<file path="src/rtl/demux_pkg.sv">
// Shared definitions for the serial-to-parallel demultiplexer.
//   state_e      : frame FSM state encoding (StIdle / StShift)
//   DefaultWidth : default number of output positions
package demux_pkg;

    typedef enum logic {
        StIdle  = 1'b0,
        StShift = 1'b1
    } state_e;

    localparam int unsigned DefaultWidth = 8;

endpackage

</file>
<file path="src/rtl/demux_idx_counter.sv">
// Write-position counter for the deserializer.
//   clk  : rising-edge clock
//   rst  : synchronous active-high reset
//   clr  : synchronous clear to 0 (wins over en)
//   en   : advance by one; wraps naturally since WIDTH is a power of two
//   idx  : current count
//   tc   : terminal count, high when idx == WIDTH-1
module demux_idx_counter #(
    parameter int unsigned WIDTH = 8,
    localparam int unsigned SEL_W = $clog2(WIDTH)
) (
    input  logic             clk,
    input  logic             rst,
    input  logic             clr,
    input  logic             en,
    output logic [SEL_W-1:0] idx,
    output logic             tc
);

    logic [SEL_W-1:0] cnt_d, cnt_q;

    always_comb begin
        cnt_d = cnt_q;
        if (clr) begin
            cnt_d = '0;
        end else if (en) begin
            cnt_d = cnt_q + 1'b1;
        end
    end

    always_ff @(posedge clk) begin
        if (rst) begin
            cnt_q <= '0;
        end else begin
            cnt_q <= cnt_d;
        end
    end

    assign idx = cnt_q;
    assign tc  = (cnt_q == SEL_W'(WIDTH - 1));

endmodule

</file>
<file path="src/rtl/demux_1x8_deser.sv">
// Serial-to-parallel deserializer: routes a serial bit stream into WIDTH
// output positions (LSB first) and presents the assembled word with a
// one-cycle valid strobe.
//   clk        : rising-edge clock
//   rst        : synchronous active-high reset
//   start      : opens a frame / restarts an open frame (flags err_abort)
//   din        : serial data bit
//   din_valid  : din accepted this cycle while busy and start is low
//   clr_err    : clears err_abort (a simultaneous set wins)
//   dout       : registered assembled word, held until the next frame completes
//   dout_valid : one-cycle pulse when dout is updated
//   busy       : frame open
//   idx        : position the next accepted bit is written to
//   err_abort  : sticky, set when an open frame is restarted by start
module demux_1x8_deser
    import demux_pkg::*;
#(
    parameter int unsigned WIDTH = DefaultWidth,
    localparam int unsigned SEL_W = $clog2(WIDTH)
) (
    input  logic             clk,
    input  logic             rst,
    input  logic             start,
    input  logic             din,
    input  logic             din_valid,
    input  logic             clr_err,
    output logic [WIDTH-1:0] dout,
    output logic             dout_valid,
    output logic             busy,
    output logic [SEL_W-1:0] idx,
    output logic             err_abort
);

    state_e state_d, state_q;

    logic [WIDTH-1:0] shadow_d, shadow_q;
    logic [WIDTH-1:0] dout_d, dout_q;
    logic             dout_valid_d, dout_valid_q;
    logic             err_d, err_q;

    logic accept;   // bit accepted this cycle
    logic last;     // accepted bit is the final one of the frame
    logic abort;    // start while a frame is open
    logic idx_tc;

    demux_idx_counter #(
        .WIDTH(WIDTH)
    ) u_idx_counter (
        .clk(clk),
        .rst(rst),
        .clr(start),
        .en (accept),
        .idx(idx),
        .tc (idx_tc)
    );

    // FSM state register
    always_ff @(posedge clk) begin
        if (rst) begin
            state_q <= StIdle;
        end else begin
            state_q <= state_d;
        end
    end

    // FSM next state; start outranks din_valid in both states
    always_comb begin
        state_d = state_q;
        unique case (state_q)
            StIdle: begin
                if (start) begin
                    state_d = StShift;
                end
            end
            StShift: begin
                if (!start && din_valid && idx_tc) begin
                    state_d = StIdle;
                end
            end
            default: state_d = StIdle;
        endcase
    end

    // FSM outputs
    always_comb begin
        busy   = (state_q == StShift);
        accept = busy && din_valid && !start;
        last   = accept && idx_tc;
        abort  = busy && start;
    end

    // Datapath next state
    always_comb begin
        shadow_d     = shadow_q;
        dout_d       = dout_q;
        dout_valid_d = 1'b0;
        if (start) begin
            shadow_d = '0;
        end else if (accept) begin
            shadow_d[idx] = din;
            if (last) begin
                dout_d       = {din, shadow_q[WIDTH-2:0]};
                dout_valid_d = 1'b1;
            end
        end

        err_d = err_q;
        if (abort) begin
            err_d = 1'b1;
        end else if (clr_err) begin
            err_d = 1'b0;
        end
    end

    always_ff @(posedge clk) begin
        if (rst) begin
            shadow_q     <= '0;
            dout_q       <= '0;
            dout_valid_q <= 1'b0;
            err_q        <= 1'b0;
        end else begin
            shadow_q     <= shadow_d;
            dout_q       <= dout_d;
            dout_valid_q <= dout_valid_d;
            err_q        <= err_d;
        end
    end

    assign dout       = dout_q;
    assign dout_valid = dout_valid_q;
    assign err_abort  = err_q;

endmodule

</file>
<file path="config.mk">
export PLATFORM = sky130hd
export DESIGN_NAME = demux_1x8_deser
export DESIGN_NICKNAME = d
export VERILOG_FILES = /design/src/rtl/demux_pkg.sv /design/src/rtl/demux_idx_counter.sv /design/src/rtl/demux_1x8_deser.sv
export SDC_FILE = /design/constraint.sdc
export NUM_CORES = 1
export LEC_CHECK = 0
export CAP_MARGIN = 40
export CORE_MARGIN = 1
export CORE_UTILIZATION = 47
export DETAILED_ROUTE_END_ITERATION = 8
export DONT_BUFFER_PORTS = 1
export GPL_TIMING_DRIVEN = 1
export HOLD_SLACK_MARGIN = 0.06
export SYNTH_ARGS = -nofsm -noshare
export SYNTH_HDL_FRONTEND = slang
export SYNTH_SLANG_ARGS = --single-unit
export TNS_END_PERCENT = 100
</file>
<file path="constraint.sdc">
create_clock -name clk -period 1.4 [get_ports clk]
set_input_delay 0.28 -clock clk [delete_from_list [all_inputs] [get_ports clk]]
set_output_delay 0.28 -clock clk [all_outputs]
set_load 0.02 [all_outputs]
</file>
==> impl_metrics.xml, run 1 <==
<?xml version="1.0" encoding="UTF-8"?>
<metrics>
  <group name="grt">
    <metric name="grt_util_all_layers" unit="">0.171</metric>
    <metric name="grt.overflow.total" unit="">0</metric>
    <metric name="use_met1" unit="">0.242</metric>
    <metric name="grt_pass1_wl" unit="mm">2.40</metric>
    <metric name="antenna_violations_before_repair" unit="">0</metric>
    <metric name="groute.layer.met3.usage" unit="">0.0542</metric>
    <metric name="grt_max_degree" unit="">13</metric>
    <metric name="top_usage_layer" unit="">met1</metric>
    <metric name="first_global_vias" unit="">539</metric>
    <metric name="grtUsageMet2" unit="">0.239</metric>
  </group>
  <group name="drt">
    <metric name="detail_route.vias_per_cell" unit="">5.72</metric>
    <metric name="drt-initial-drc-count" unit="">14</metric>
    <metric name="drc_violations_left" unit="">2</metric>
    <metric name="vias" unit="">566</metric>
    <metric name="post_route_antenna_net_violation_count" unit="">0</metric>
    <metric name="wire_per_inst" unit="µm">13.9</metric>
    <metric name="drt_pre_antenna_iters" unit="">8</metric>
    <metric name="drt_wl_total" unit="mm">1.37</metric>
  </group>
  <group name="power">
    <metric name="power.clock.fraction" unit="">0.302</metric>
    <metric name="leakagePower" unit="µW">0.000413</metric>
    <metric name="p_seq_frac" unit="">0.646</metric>
    <metric name="p_sw" unit="µW">211</metric>
    <metric name="p_comb_frac" unit="">0.052</metric>
    <metric name="power.share.switching" unit="">0.224</metric>
    <metric name="powerDensity" unit="mW/mm²">1030</metric>
    <metric name="internal_power" unit="µW">730</metric>
    <metric name="power.ir.vdd_worst" unit="µV">616</metric>
  </group>
  <group name="die">
    <metric name="core-area" unit="mm²">0.00158</metric>
    <metric name="initial_utilization" unit="">0.525</metric>
    <metric name="chipWidth" unit="µm">44.0</metric>
    <metric name="die_h" unit="µm">44.0</metric>
    <metric name="core.rowCount" unit="">14</metric>
    <metric name="num_io_pins" unit="">20</metric>
    <metric name="die_area" unit="mm²">0.00193</metric>
  </group>
  <group name="yosys">
    <metric name="synth.lib_cells_used.distinct" unit="">22</metric>
    <metric name="synthesis.nets" unit="">83</metric>
    <metric name="yosys_register_bits" unit="">21</metric>
    <metric name="async_flop_share" unit="">0</metric>
    <metric name="mappedNetlistArea" unit="µm²">828</metric>
    <metric name="synth-seq-area-share" unit="">0.508</metric>
    <metric name="post_synth_inst_count" unit="">75</metric>
    <metric name="ys_warn_count" unit="">0</metric>
    <metric name="synth_flop_cell" unit="">sky130_fd_sc_hd__dfxtp_1</metric>
    <metric name="synth.avg_cell_area" unit="µm²">11.0</metric>
    <metric name="synth_enable_flop_cells" unit="">0</metric>
  </group>
  <group name="cells_and_area">
    <metric name="design_area" unit="µm²">910</metric>
    <metric name="layout-drive-gt1-share" unit="">0.169</metric>
    <metric name="num_antenna_cells" unit="">0</metric>
    <metric name="fin_nets" unit="">92</metric>
    <metric name="syn_to_final_growth" unit="%">9.82</metric>
  </group>
  <group name="clock_network">
    <metric name="clock_tree_root_driver_cell" unit="">sky130_fd_sc_hd__clkbuf_4</metric>
    <metric name="cts_setup_buffers" unit="">0</metric>
    <metric name="clk_pin_slew_worst_paths" unit="ns">0.12</metric>
    <metric name="insertion_delay" unit="ns">0.29</metric>
    <metric name="total_cts_buffers" unit="">3</metric>
    <metric name="cts_buffer_depth" unit="">2</metric>
    <metric name="cts_num_sinks" unit="">21</metric>
    <metric name="cts_max_level" unit="">1</metric>
    <metric name="tritoncts" unit="">done</metric>
  </group>
  <group name="placed_design">
    <metric name="place.port_buffers" unit="">0</metric>
    <metric name="finalWeightedCongestion" unit="">0.803</metric>
    <metric name="place.detailed.hpwl" unit="µm">965</metric>
    <metric name="placed_cell_area" unit="µm²">861</metric>
  </group>
  <group name="setup_path">
    <metric name="worst_ep_required_time" unit="ns">1.59</metric>
    <metric name="critical_path.startpoint_type" unit="">flop</metric>
    <metric name="critical_path.max_fanout" unit="">9</metric>
    <metric name="critPathCaptureType" unit="">flop</metric>
    <metric name="timing.critical_path.arrival" unit="ns">1.48</metric>
    <metric name="criticalPathCategory" unit="">reg2reg</metric>
    <metric name="reg2regPathDepth" unit="">5</metric>
  </group>
  <group name="sta">
    <metric name="slew_viol_final" unit="">0</metric>
    <metric name="maximum_clock_frequency" unit="GHz">0.780</metric>
    <metric name="setup-violations-final" unit="">0</metric>
    <metric name="grt_setup_unrepaired" unit="">false</metric>
    <metric name="finalClockSkew" unit="ns">0.00575</metric>
    <metric name="worst-slew-pin-transition" unit="ns">0.242</metric>
    <metric name="min_period_over_period" unit="">0.916</metric>
    <metric name="max-slew-margin-rel" unit="">0.839</metric>
    <metric name="post-route-min-period" unit="ns">1.28</metric>
    <metric name="final_hold_slack" unit="ns">0.0839</metric>
    <metric name="final.setup.tns" unit="ns">0</metric>
    <metric name="hold_viol_final" unit="">0</metric>
  </group>
  <group name="worst_hold_path">
    <metric name="hold_path_depth" unit="">1</metric>
    <metric name="worstHoldPathType" unit="">in2reg</metric>
  </group>
  <group name="outcome">
    <metric name="failed_checks" unit="">design-rule violations</metric>
    <metric name="status" unit="">complete, but fails checks</metric>
  </group>
  <group name="job">
    <metric name="maxCapViolCount" unit="">0</metric>
  </group>
</metrics>
synthesized netlist by cell type (2+ instances only):
cell | count | share of area
sky130_fd_sc_hd__nand3b_1 | 2 | 0.018
sky130_fd_sc_hd__nor3_1 | 3 | 0.018
sky130_fd_sc_hd__buf_4 | 2 | 0.018
sky130_fd_sc_hd__ha_1 | 2 | 0.030
sky130_fd_sc_hd__mux2i_1 | 9 | 0.11
sky130_fd_sc_hd__a22o_1 | 8 | 0.085
sky130_fd_sc_hd__nand2_1 | 14 | 0.063
sky130_fd_sc_hd__dfxtp_1 | 21 | 0.51
path summary, 6_finish.rpt:
check | startpoint | to | slack, ns
max reg2reg | u_idx_counter.idx[0] | dout[0] | 0.12
min | start | busy | 0.08
min reg2reg | shadow_q[0] | shadow_q[0] | 0.47
max | u_idx_counter.idx[0] | dout[0] | 0.12
metrics by stage:
step	std cells	utilization	worst slack (ns)	power, µW
6_report	99	0.577	0.117	941
5_1_grt	99	0.577	0.0444	988
4_1_cts	99	0.576	0.0908	956
3_5_place_dp	93	0.546	0.112	664
3_3_place_gp	93	0.546	0.129	664
2_1_floorplan	75	-	0.00232	663
worst max-delay path: stages (launching register included):
cell and delay [ns]:
sky130_fd_sc_hd__dfxtp_1 0.36, sky130_fd_sc_hd__ha_1 0.15, sky130_fd_sc_hd__ha_1 0.16, sky130_fd_sc_hd__a41oi_2 0.09
sky130_fd_sc_hd__buf_4 0.19, sky130_fd_sc_hd__a22o_1 0.23
final cells by class:
type                            instances  area [µm²]
Tap cell                               16        20.0
Clock inverter                          1        5.00
Fill cell                             130         667
Sequential cell                        21         422
Multi-Input combinational cell         50         379
Clock buffer                            3        22.5
Inverter                                1        3.75
Timing Repair Buffer                    7        57.6
cell usage in the layout (no fill, tap or decap), types with 2 or more instances in the layout:
cell type,count
sky130_fd_sc_hd__dfxtp_1,20
sky130_fd_sc_hd__nand2_1,14
sky130_fd_sc_hd__mux2i_1,9
sky130_fd_sc_hd__a22o_1,8
sky130_fd_sc_hd__buf_4,5
sky130_fd_sc_hd__nor3_1,3
sky130_fd_sc_hd__clkbuf_4,3
sky130_fd_sc_hd__nand3b_1,2
sky130_fd_sc_hd__ha_1,2
sky130_fd_sc_hd__dlygate4sd3_1,2
timing repair:
| action | in CTS | in global routing |
|---|---|---|
| gates resized for setup | 0 | 1 |
| hold buffers | 2 | 0 |
| endpoints found under the setup margin | 0 | 3 |
| hold endpoints to repair | 4 | 0 |
logic make-up (layout without fill, tap and decap cells):
logic type               after synthesis  after routing  share of synthesized area
flip-flops                            21             21                      0.508
adder cells (fa/ha/maj)                2              2                     0.0302
AND/OR/NAND/NOR                       27             27                      0.187
AO/OA/AOI/OAI                         11             11                      0.119
XOR/XNOR                               1              1                     0.0106
multiplexers                           9              9                      0.109
buffers and inverters                  4             12                     0.0362
power groups by stage:
stage	Clock [µW]	Combinational, µW	Sequential [µW]
2_1_floorplan	0	36.5	626
3_3_place_gp	0	42.4	622
3_5_place_dp	0	42.1	622
4_1_cts	298	49.4	608
5_1_grt	325	53.3	610
6_report	284	48.8	608
state kept, by name, indices dropped and copies added, names as in the netlist:
signal and count:
busy 1, dout 8, shadow_q 7, err_abort 1, u_idx_counter.idx 3, dout_valid 1
metal layers:
metal,wire (µm),vias to the layer above,share of wire
met1,693,267,0.50
met3,74,2,0.054
met5,0,-,0
met2,593,14,0.43
li1,-,283,-
met4,13,0,0.0095
(Power assumes the default switching activity.)
==> run 2, diff against run 1 <==
--- a/config.mk
+++ b/config.mk
@@ -8,11 +8,13 @@
 export CAP_MARGIN = 40
 export CORE_MARGIN = 1
 export CORE_UTILIZATION = 47
+export CTS_CLUSTER_DIAMETER = 100
 export DETAILED_ROUTE_END_ITERATION = 8
 export DONT_BUFFER_PORTS = 1
 export GPL_TIMING_DRIVEN = 1
 export HOLD_SLACK_MARGIN = 0.06
 export SYNTH_ARGS = -nofsm -noshare
 export SYNTH_HDL_FRONTEND = slang
+export SYNTH_HIERARCHICAL = 1
 export SYNTH_SLANG_ARGS = --single-unit
 export TNS_END_PERCENT = 100
==> impl_metrics.xml, run 2 <==
<?xml version="1.0" encoding="UTF-8"?>
<metrics>
  <group name="outcome">
    <metric name="status" unit="">complete, but fails checks</metric>
    <metric name="failed_checks" unit="">design-rule violations</metric>
  </group>
  <group name="cells_and_area">
    <metric name="layout.cells.most_common_list" unit="">sky130_fd_sc_hd__nand2_1 (32), sky130_fd_sc_hd__dfxtp_1 (20), sky130_fd_sc_hd__mux2i_1 (9), sky130_fd_sc_hd__a21oi_1 (9), sky130_fd_sc_hd__buf_4 (6)</metric>
    <metric name="fillerInstances" unit="">153</metric>
    <metric name="syn_to_final_growth" unit="%">12.7</metric>
    <metric name="most_common_cell_after_layout_fill_and_taps_aside" unit="">sky130_fd_sc_hd__nand2_1</metric>
    <metric name="num_antenna_cells" unit="">0</metric>
    <metric name="largest_register_ffs" unit="">8</metric>
    <metric name="fin_nets" unit="">112</metric>
    <metric name="layout-drive-gt1-share" unit="">0.155</metric>
  </group>
  <group name="sta">
    <metric name="setup-violations-final" unit="">0</metric>
    <metric name="finalClockSkew" unit="ns">0.00416</metric>
    <metric name="max-slew-margin-rel" unit="">0.621</metric>
    <metric name="min_period_over_period" unit="">0.900</metric>
    <metric name="post-route-min-period" unit="ns">1.26</metric>
    <metric name="maximum_clock_frequency" unit="GHz">0.794</metric>
    <metric name="final.setup.tns" unit="ns">0</metric>
    <metric name="grt_setup_unrepaired" unit="">false</metric>
    <metric name="hold_viol_final" unit="">0</metric>
    <metric name="worst-slew-pin-transition" unit="ns">0.566</metric>
    <metric name="slew_viol_final" unit="">0</metric>
  </group>
  <group name="die">
    <metric name="core-area" unit="mm²">0.00158</metric>
    <metric name="die_h" unit="µm">44.1</metric>
    <metric name="die_area" unit="mm²">0.00195</metric>
    <metric name="num_io_pins" unit="">20</metric>
    <metric name="chipWidth" unit="µm">44.1</metric>
    <metric name="initial_utilization" unit="">0.529</metric>
    <metric name="core.rowCount" unit="">14</metric>
  </group>
  <group name="setup_path">
    <metric name="critPathCaptureType" unit="">flop</metric>
    <metric name="worst_reg2reg_startpoint" unit="">u_idx_counter/idx[0]</metric>
    <metric name="critical_path.startpoint_type" unit="">flop</metric>
    <metric name="reg2regPathDepth" unit="">5</metric>
    <metric name="criticalPathCategory" unit="">reg2reg</metric>
    <metric name="worst_r2r_endpoint" unit="">dout[5]</metric>
    <metric name="timing.critical_path.arrival" unit="ns">1.43</metric>
    <metric name="r2r_setup_slack" unit="ns">0.14</metric>
    <metric name="worst_ep_required_time" unit="ns">1.57</metric>
    <metric name="critical_path.max_fanout" unit="">9</metric>
  </group>
  <group name="yosys">
    <metric name="ys_top_cells_by_count" unit="">sky130_fd_sc_hd__nand2_1 (32), sky130_fd_sc_hd__dfxtp_1 (21), sky130_fd_sc_hd__a21oi_1 (9), sky130_fd_sc_hd__mux2i_1 (9), sky130_fd_sc_hd__nor2_1 (4)</metric>
    <metric name="combinational_family_with_the_most_area_after_synthesis" unit="">simple AND/OR/NAND/NOR gates</metric>
    <metric name="synthesis.nets" unit="">101</metric>
    <metric name="synth-compound-area-share" unit="">0.0540</metric>
    <metric name="synthMuxAreaShare" unit="">0.108</metric>
    <metric name="ys_warn_count" unit="">6</metric>
    <metric name="share_of_synthesized_cell_area_in_and_or_nand_and_nor_gates" unit="">0.283</metric>
    <metric name="synth_xor_xnor_area_share" unit="">0.0105</metric>
    <metric name="yosys.area.top_type_share" unit="">0.504</metric>
    <metric name="ys_top_cells_by_area" unit="">sky130_fd_sc_hd__dfxtp_1 (50%), sky130_fd_sc_hd__nand2_1 (14%), sky130_fd_sc_hd__mux2i_1 (11%), sky130_fd_sc_hd__a21oi_1 (5.4%), sky130_fd_sc_hd__ha_1 (3.0%)</metric>
    <metric name="post_synth_inst_count" unit="">93</metric>
    <metric name="yosys.area_share.adder" unit="">0.0300</metric>
    <metric name="yosys_register_bits" unit="">21</metric>
    <metric name="yosysMostFrequentCell" unit="">sky130_fd_sc_hd__nand2_1</metric>
    <metric name="synth.avg_cell_area" unit="µm²">8.97</metric>
    <metric name="synth.largest_area_cell" unit="">sky130_fd_sc_hd__dfxtp_1</metric>
    <metric name="async_flop_share" unit="">0</metric>
    <metric name="synth-seq-area-share" unit="">0.504</metric>
    <metric name="synth_flop_cell" unit="">sky130_fd_sc_hd__dfxtp_1</metric>
    <metric name="synth.lib_cells_used.distinct" unit="">18</metric>
    <metric name="synth_enable_flop_cells" unit="">0</metric>
    <metric name="mappedNetlistArea" unit="µm²">835</metric>
  </group>
  <group name="power">
    <metric name="leakagePower" unit="µW">0.000387</metric>
    <metric name="power.total" unit="µW">930</metric>
    <metric name="powerDensity" unit="mW/mm²">988</metric>
    <metric name="power.ir.vdd_worst" unit="µV">430</metric>
  </group>
  <group name="drt">
    <metric name="detail_route.vias_per_cell" unit="">5.38</metric>
    <metric name="drt_wl_total" unit="mm">1.50</metric>
    <metric name="drt_pre_antenna_iters" unit="">6</metric>
    <metric name="drc_violations_left" unit="">2</metric>
    <metric name="post_route_antenna_net_violation_count" unit="">0</metric>
    <metric name="drt-initial-drc-count" unit="">16</metric>
    <metric name="vias" unit="">640</metric>
    <metric name="wire_per_inst" unit="µm">12.6</metric>
  </group>
  <group name="placed_design">
    <metric name="place.detailed.hpwl" unit="mm">1.06</metric>
    <metric name="place.port_buffers" unit="">0</metric>
    <metric name="finalWeightedCongestion" unit="">0.758</metric>
  </group>
  <group name="grt">
    <metric name="grt_pass1_wl" unit="mm">2.53</metric>
    <metric name="grt_max_degree" unit="">15</metric>
    <metric name="grt.overflow.total" unit="">0</metric>
    <metric name="grt_util_all_layers" unit="">0.178</metric>
    <metric name="antenna_violations_before_repair" unit="">0</metric>
    <metric name="first_global_vias" unit="">593</metric>
  </group>
  <group name="clock_network">
    <metric name="cts_num_sinks" unit="">21</metric>
    <metric name="total_cts_buffers" unit="">3</metric>
    <metric name="cts_max_level" unit="">1</metric>
    <metric name="clk_pin_slew_worst_paths" unit="ns">0.11</metric>
    <metric name="insertion_delay" unit="ns">0.29</metric>
    <metric name="clock_tree_root_driver_cell" unit="">sky130_fd_sc_hd__clkbuf_4</metric>
    <metric name="tritoncts" unit="">done</metric>
    <metric name="cts_buffer_depth" unit="">2</metric>
  </group>
  <group name="worst_hold_path">
    <metric name="hold_path_depth" unit="">2</metric>
    <metric name="worst_hold_path.endpoint" unit="">dout[7]</metric>
    <metric name="worstHoldPathType" unit="">in2reg</metric>
    <metric name="worstHoldStart" unit="">din</metric>
  </group>
  <group name="job">
    <metric name="maxCapViolCount" unit="">0</metric>
  </group>
</metrics>
==> run 2: cell count changes after synthesis, moves of 2 or more <==
cell                       previous run  this run
sky130_fd_sc_hd__nor3_2               0         2
sky130_fd_sc_hd__a22o_1               8         0
sky130_fd_sc_hd__a21oi_1              1         9
sky130_fd_sc_hd__nand2_1             14        32
sky130_fd_sc_hd__buf_4                2         0
sky130_fd_sc_hd__nand3b_1             2         0
sky130_fd_sc_hd__nor2_1               1         4
==> run 2: worst max path at each step <==
| stage | startpoint | endpoint | cells after the start |
|---|---|---|---|
| after global routing | u_idx_counter/idx[0] | dout[5] | 5 |
| final | u_idx_counter/idx[0] | dout[5] | 5 |
| after floorplan | u_idx_counter/idx[0] | dout[0] | 5 |
| after global placement | u_idx_counter/idx[0] | dout[4] | 5 |
| after detailed placement | u_idx_counter/idx[0] | dout[5] | 5 |
| after CTS | u_idx_counter/idx[0] | dout[5] | 5 |
==> run 2: critical path, cell delays in order, from the launching register on <==
cell and delay (ns):
sky130_fd_sc_hd__dfxtp_1 0.33, sky130_fd_sc_hd__ha_1 0.19, sky130_fd_sc_hd__ha_1 0.18, sky130_fd_sc_hd__and4b_2 0.28, sky130_fd_sc_hd__nand2_1 0.09, sky130_fd_sc_hd__a21oi_1 0.06
==> run 2: area by class of cell <==
cell class | instances | area, µm² | area share
Sequential cell | 21 | 422 | 0.448
Multi-Input combinational cell | 70 | 407 | 0.432
Timing Repair Buffer | 8 | 65.1 | 0.0691
Clock buffer | 3 | 22.5 | 0.0239
Tap cell | 16 | 20.0 | 0.0213
Clock inverter | 1 | 5.00 | 0.00532
==> run 2: kinds of logic (layout without fill, tap and decap cells) <==
family | count (synthesis) | in the layout
mux | 9 | 9
compound gates | 9 | 9
simple gates | 49 | 49
xor+xnor | 1 | 1
buf+inv | 2 | 12
flops | 21 | 21
fa+ha+maj | 2 | 2
==> run 2: metal layers <==
metal	GRT usage	wire length, µm
met1	0.240	739
met2	0.279	674
met3	0.0490	75
met4	0.0545	13
met5	0	0
==> run 2: timing repair <==
action                                 CTS  global route
buffers inserted                         0             1
endpoints found under the hold margin   14             0
hold buffers                             2             0
setup endpoints to repair                0             8
resized for setup                        0             1
==> run 2: stage by stage <==
step / setup WS (ns) / hold WS, ns / utilization / instance area (µm²) / instances
after floorplan: 0.0270 / 0.349 / - / 836 / 93
after global placement: 0.0878 / 0.351 / 0.561 / 885 / 112
after detailed placement: 0.0581 / 0.352 / 0.561 / 885 / 112
after CTS: 0.0102 / 0.101 / 0.591 / 932 / 118
after global routing: 0.0333 / 0.0977 / 0.597 / 941 / 119
final: 0.140 / 0.107 / 0.597 / 941 / 119
==> run 2: power breakdown <==
group	internal, µW	switching [µW]	total, µW
Clock	106	172	278
Combinational	18.8	24.7	43.5
Sequential	602	6.45	608
Total	726	203	930
==> run 3, diff against run 2 <==
--- a/config.mk
+++ b/config.mk
@@ -5,6 +5,7 @@
 export SDC_FILE = /design/constraint.sdc
 export NUM_CORES = 1
 export LEC_CHECK = 0
+export ABC_AREA = 1
 export CAP_MARGIN = 40
 export CORE_MARGIN = 1
 export CORE_UTILIZATION = 47
==> impl_metrics.xml, run 3 <==
<?xml version="1.0" encoding="UTF-8"?>
<metrics>
  <group name="outcome">
    <metric name="status" unit="">complete, no violations</metric>
  </group>
  <group name="drt">
    <metric name="vias" unit="">764</metric>
    <metric name="drc_violations_left" unit="">0</metric>
    <metric name="post_route_antenna_net_violation_count" unit="">0</metric>
    <metric name="drt_wl_total" unit="mm">1.58</metric>
    <metric name="detail_route.vias_per_cell" unit="">4.84</metric>
    <metric name="drt_pre_antenna_iters" unit="">4</metric>
    <metric name="wire_per_inst" unit="µm">9.99</metric>
    <metric name="drt-initial-drc-count" unit="">10</metric>
  </group>
  <group name="clock_network">
    <metric name="cts_max_level" unit="">1</metric>
    <metric name="cts.repair.resized" unit="">0</metric>
    <metric name="tritoncts" unit="">done</metric>
    <metric name="clk_pin_slew_worst_paths" unit="ns">0.12</metric>
    <metric name="total_cts_buffers" unit="">3</metric>
    <metric name="clock_tree_root_driver_cell" unit="">sky130_fd_sc_hd__clkbuf_4</metric>
    <metric name="insertion_delay" unit="ns">0.30</metric>
    <metric name="cts_num_sinks" unit="">21</metric>
    <metric name="cts_buffer_depth" unit="">2</metric>
  </group>
  <group name="worst_hold_path">
    <metric name="worstHoldPathType" unit="">in2reg</metric>
  </group>
  <group name="die">
    <metric name="initial_utilization" unit="">0.507</metric>
    <metric name="die_h" unit="µm">45.6</metric>
    <metric name="die_area" unit="mm²">0.00208</metric>
    <metric name="num_io_pins" unit="">20</metric>
    <metric name="core-area" unit="mm²">0.00176</metric>
    <metric name="chipWidth" unit="µm">45.6</metric>
    <metric name="core.rowCount" unit="">15</metric>
  </group>
  <group name="cells_and_area">
    <metric name="layout.cells.most_common_list" unit="">sky130_fd_sc_hd__nand2_1 (28), sky130_fd_sc_hd__nor2_1 (21), sky130_fd_sc_hd__dfxtp_1 (20), sky130_fd_sc_hd__a21oi_1 (16), sky130_fd_sc_hd__nand3_1 (15)</metric>
    <metric name="largest_register_ffs" unit="">8</metric>
    <metric name="design_area" unit="µm²">997</metric>
    <metric name="num_antenna_cells" unit="">0</metric>
    <metric name="fin_nets" unit="">142</metric>
    <metric name="layout-drive-gt1-share" unit="">0.135</metric>
    <metric name="most_common_cell_after_layout_fill_and_taps_aside" unit="">sky130_fd_sc_hd__nand2_1</metric>
    <metric name="syn_to_final_growth" unit="%">11.5</metric>
    <metric name="fillerInstances" unit="">190</metric>
  </group>
  <group name="sta">
    <metric name="final.setup.tns" unit="ns">0</metric>
    <metric name="worst-slew-pin-transition" unit="ns">0.446</metric>
    <metric name="slew_viol_final" unit="">0</metric>
    <metric name="maximum_clock_frequency" unit="GHz">0.857</metric>
    <metric name="hold_viol_final" unit="">0</metric>
    <metric name="grt_setup_unrepaired" unit="">false</metric>
    <metric name="setup-violations-final" unit="">0</metric>
    <metric name="finalClockSkew" unit="ns">0.00524</metric>
    <metric name="max-slew-margin-rel" unit="">0.702</metric>
    <metric name="min_period_over_period" unit="">0.834</metric>
    <metric name="post-route-min-period" unit="ns">1.17</metric>
  </group>
  <group name="power">
    <metric name="leakagePower" unit="µW">0.000387</metric>
    <metric name="powerDensity" unit="mW/mm²">965</metric>
    <metric name="power.ir.vdd_worst" unit="µV">586</metric>
  </group>
  <group name="setup_path">
    <metric name="critPathCaptureType" unit="">output port</metric>
    <metric name="timing.critical_path.max_delay_family" unit="">flip-flops</metric>
    <metric name="timing.critical_path.arrival" unit="ns">0.89</metric>
    <metric name="critical_path.startpoint_type" unit="">flop</metric>
    <metric name="worst_ep_required_time" unit="ns">1.12</metric>
    <metric name="critPathMaxStageDelay" unit="ns">0.42</metric>
    <metric name="criticalPathCategory" unit="">reg2out</metric>
    <metric name="crit_path_max_delay_cell_type" unit="">sky130_fd_sc_hd__dfxtp_1</metric>
    <metric name="critical_path.max_fanout" unit="">5</metric>
    <metric name="cp.buffers_inverters" unit="">1</metric>
    <metric name="cp_cell_sequence" unit="">buf_4</metric>
  </group>
  <group name="yosys">
    <metric name="synth.largest_area_cell" unit="">sky130_fd_sc_hd__dfxtp_1</metric>
    <metric name="post_synth_inst_count" unit="">124</metric>
    <metric name="yosysMostFrequentCell" unit="">sky130_fd_sc_hd__nand2_1</metric>
    <metric name="combinational_family_with_the_most_area_after_synthesis" unit="">simple AND/OR/NAND/NOR gates</metric>
    <metric name="synth.avg_cell_area" unit="µm²">7.21</metric>
    <metric name="ys_top_cells_by_area" unit="">sky130_fd_sc_hd__dfxtp_1 (47%), sky130_fd_sc_hd__nand2_1 (12%), sky130_fd_sc_hd__a21oi_1 (9.0%), sky130_fd_sc_hd__nor2_1 (8.8%), sky130_fd_sc_hd__nand3_1 (8.4%)</metric>
    <metric name="mappedNetlistArea" unit="µm²">895</metric>
    <metric name="yosys_register_bits" unit="">21</metric>
    <metric name="synth_flop_cell" unit="">sky130_fd_sc_hd__dfxtp_1</metric>
    <metric name="yosys.area.top_type_share" unit="">0.470</metric>
    <metric name="ys_warn_count" unit="">6</metric>
    <metric name="share_of_synthesized_cell_area_in_and_or_nand_and_nor_gates" unit="">0.323</metric>
    <metric name="synthMuxAreaShare" unit="">0</metric>
    <metric name="synth-seq-area-share" unit="">0.470</metric>
    <metric name="async_flop_share" unit="">0</metric>
    <metric name="ys_top_cells_by_count" unit="">sky130_fd_sc_hd__nand2_1 (28), sky130_fd_sc_hd__dfxtp_1 (21), sky130_fd_sc_hd__nor2_1 (21)</metric>
    <metric name="synth_xor_xnor_area_share" unit="">0</metric>
    <metric name="synth.lib_cells_used.distinct" unit="">16</metric>
    <metric name="synth_enable_flop_cells" unit="">0</metric>
    <metric name="synthesis.nets" unit="">132</metric>
    <metric name="synth-compound-area-share" unit="">0.0979</metric>
    <metric name="yosys.area_share.adder" unit="">0.0280</metric>
  </group>
  <group name="grt">
    <metric name="antenna_violations_before_repair" unit="">0</metric>
    <metric name="grt_pass1_wl" unit="mm">2.57</metric>
    <metric name="grt_util_all_layers" unit="">0.173</metric>
    <metric name="first_global_vias" unit="">636</metric>
    <metric name="grt.overflow.total" unit="">0</metric>
    <metric name="grt_max_degree" unit="">13</metric>
  </group>
  <group name="job">
    <metric name="maxCapViolCount" unit="">0</metric>
  </group>
  <group name="placed_design">
    <metric name="place.detailed.hpwl" unit="mm">1.17</metric>
    <metric name="finalWeightedCongestion" unit="">0.751</metric>
    <metric name="place.port_buffers" unit="">0</metric>
    <metric name="placed_cell_area" unit="µm²">960</metric>
  </group>
</metrics>
run 3: cell count changes in the layout (fill, tap and decap cells not counted), sizes merged, moves of 2 or more:
| cell | change |
|---|---|
| a21oi | +7 |
| nor3 | -4 |
| nor2b | -2 |
| nand3 | +14 |
| buf | +2 |
| nand2 | -2 |
| and4b | -2 |
| mux2i | -9 |
| inv | +12 |
| nor2 | +18 |
run 3: cell families (layout without fill, tap and decap cells):
| kind of cell | after synthesis | after routing |
|---|---|---|
| buffers and inverters | 16 | 25 |
| flip-flops | 21 | 21 |
| AO/OA/AOI/OAI | 17 | 17 |
| adder cells (fa/ha/maj) | 2 | 2 |
| AND/OR/NAND/NOR | 68 | 68 |
run 3: final cells by class:
class | instances | area (µm²) | area share
Sequential cell | 21 | 422 | 0.423
Tap cell | 25 | 31.3 | 0.0314
Clock buffer | 3 | 22.5 | 0.0226
Timing Repair Buffer | 9 | 70.1 | 0.0703
Multi-Input combinational cell | 87 | 402 | 0.403
Inverter | 12 | 45.0 | 0.0452
Clock inverter | 1 | 5.00 | 0.00502
run 3: repair_timing:
action                                 CTS  global route
endpoints found under the hold margin   10             0
buffers inserted                         0             0
hold buffers                             1             0
run 3: worst paths after layout:
path,from,endpoint,slack [ns],cells past startpoint
setup / recovery,u_idx_counter/idx[2],idx[2],0.23,1
hold / removal,start,busy,0.11,2
setup reg to reg,u_idx_counter/idx[0],dout[6],0.25,5
hold reg to reg,shadow_q[1],dout[1],0.49,2
run 3: report_power, final:
part	switching, µW	internal [µW]	total [µW]
clock network	182	106	289
registers	5.25	603	608
logic	42.0	23.7	65.6
run 3: metrics by stage:
step                setup slack (ns)  power (µW)  cells  hold slack [ns]  utilization
finish                         0.233         963    158            0.111        0.565
global route                   0.124        1020    158            0.103        0.565
detailed placement             0.236         682    153            0.354        0.544
floorplan                     0.0454         671    124            0.413            -
global placement               0.266         681    153            0.351        0.544
CTS                            0.212         980    158           0.0999        0.565
run 3: layer usage:
layer	global-route usage	wire length (µm)	vias to the layer above
met3	0.0317	89	2
met1	0.209	740	332
met4	0.109	15	0
met2	0.280	731	19
li1	-	-	411
met5	0	0	-
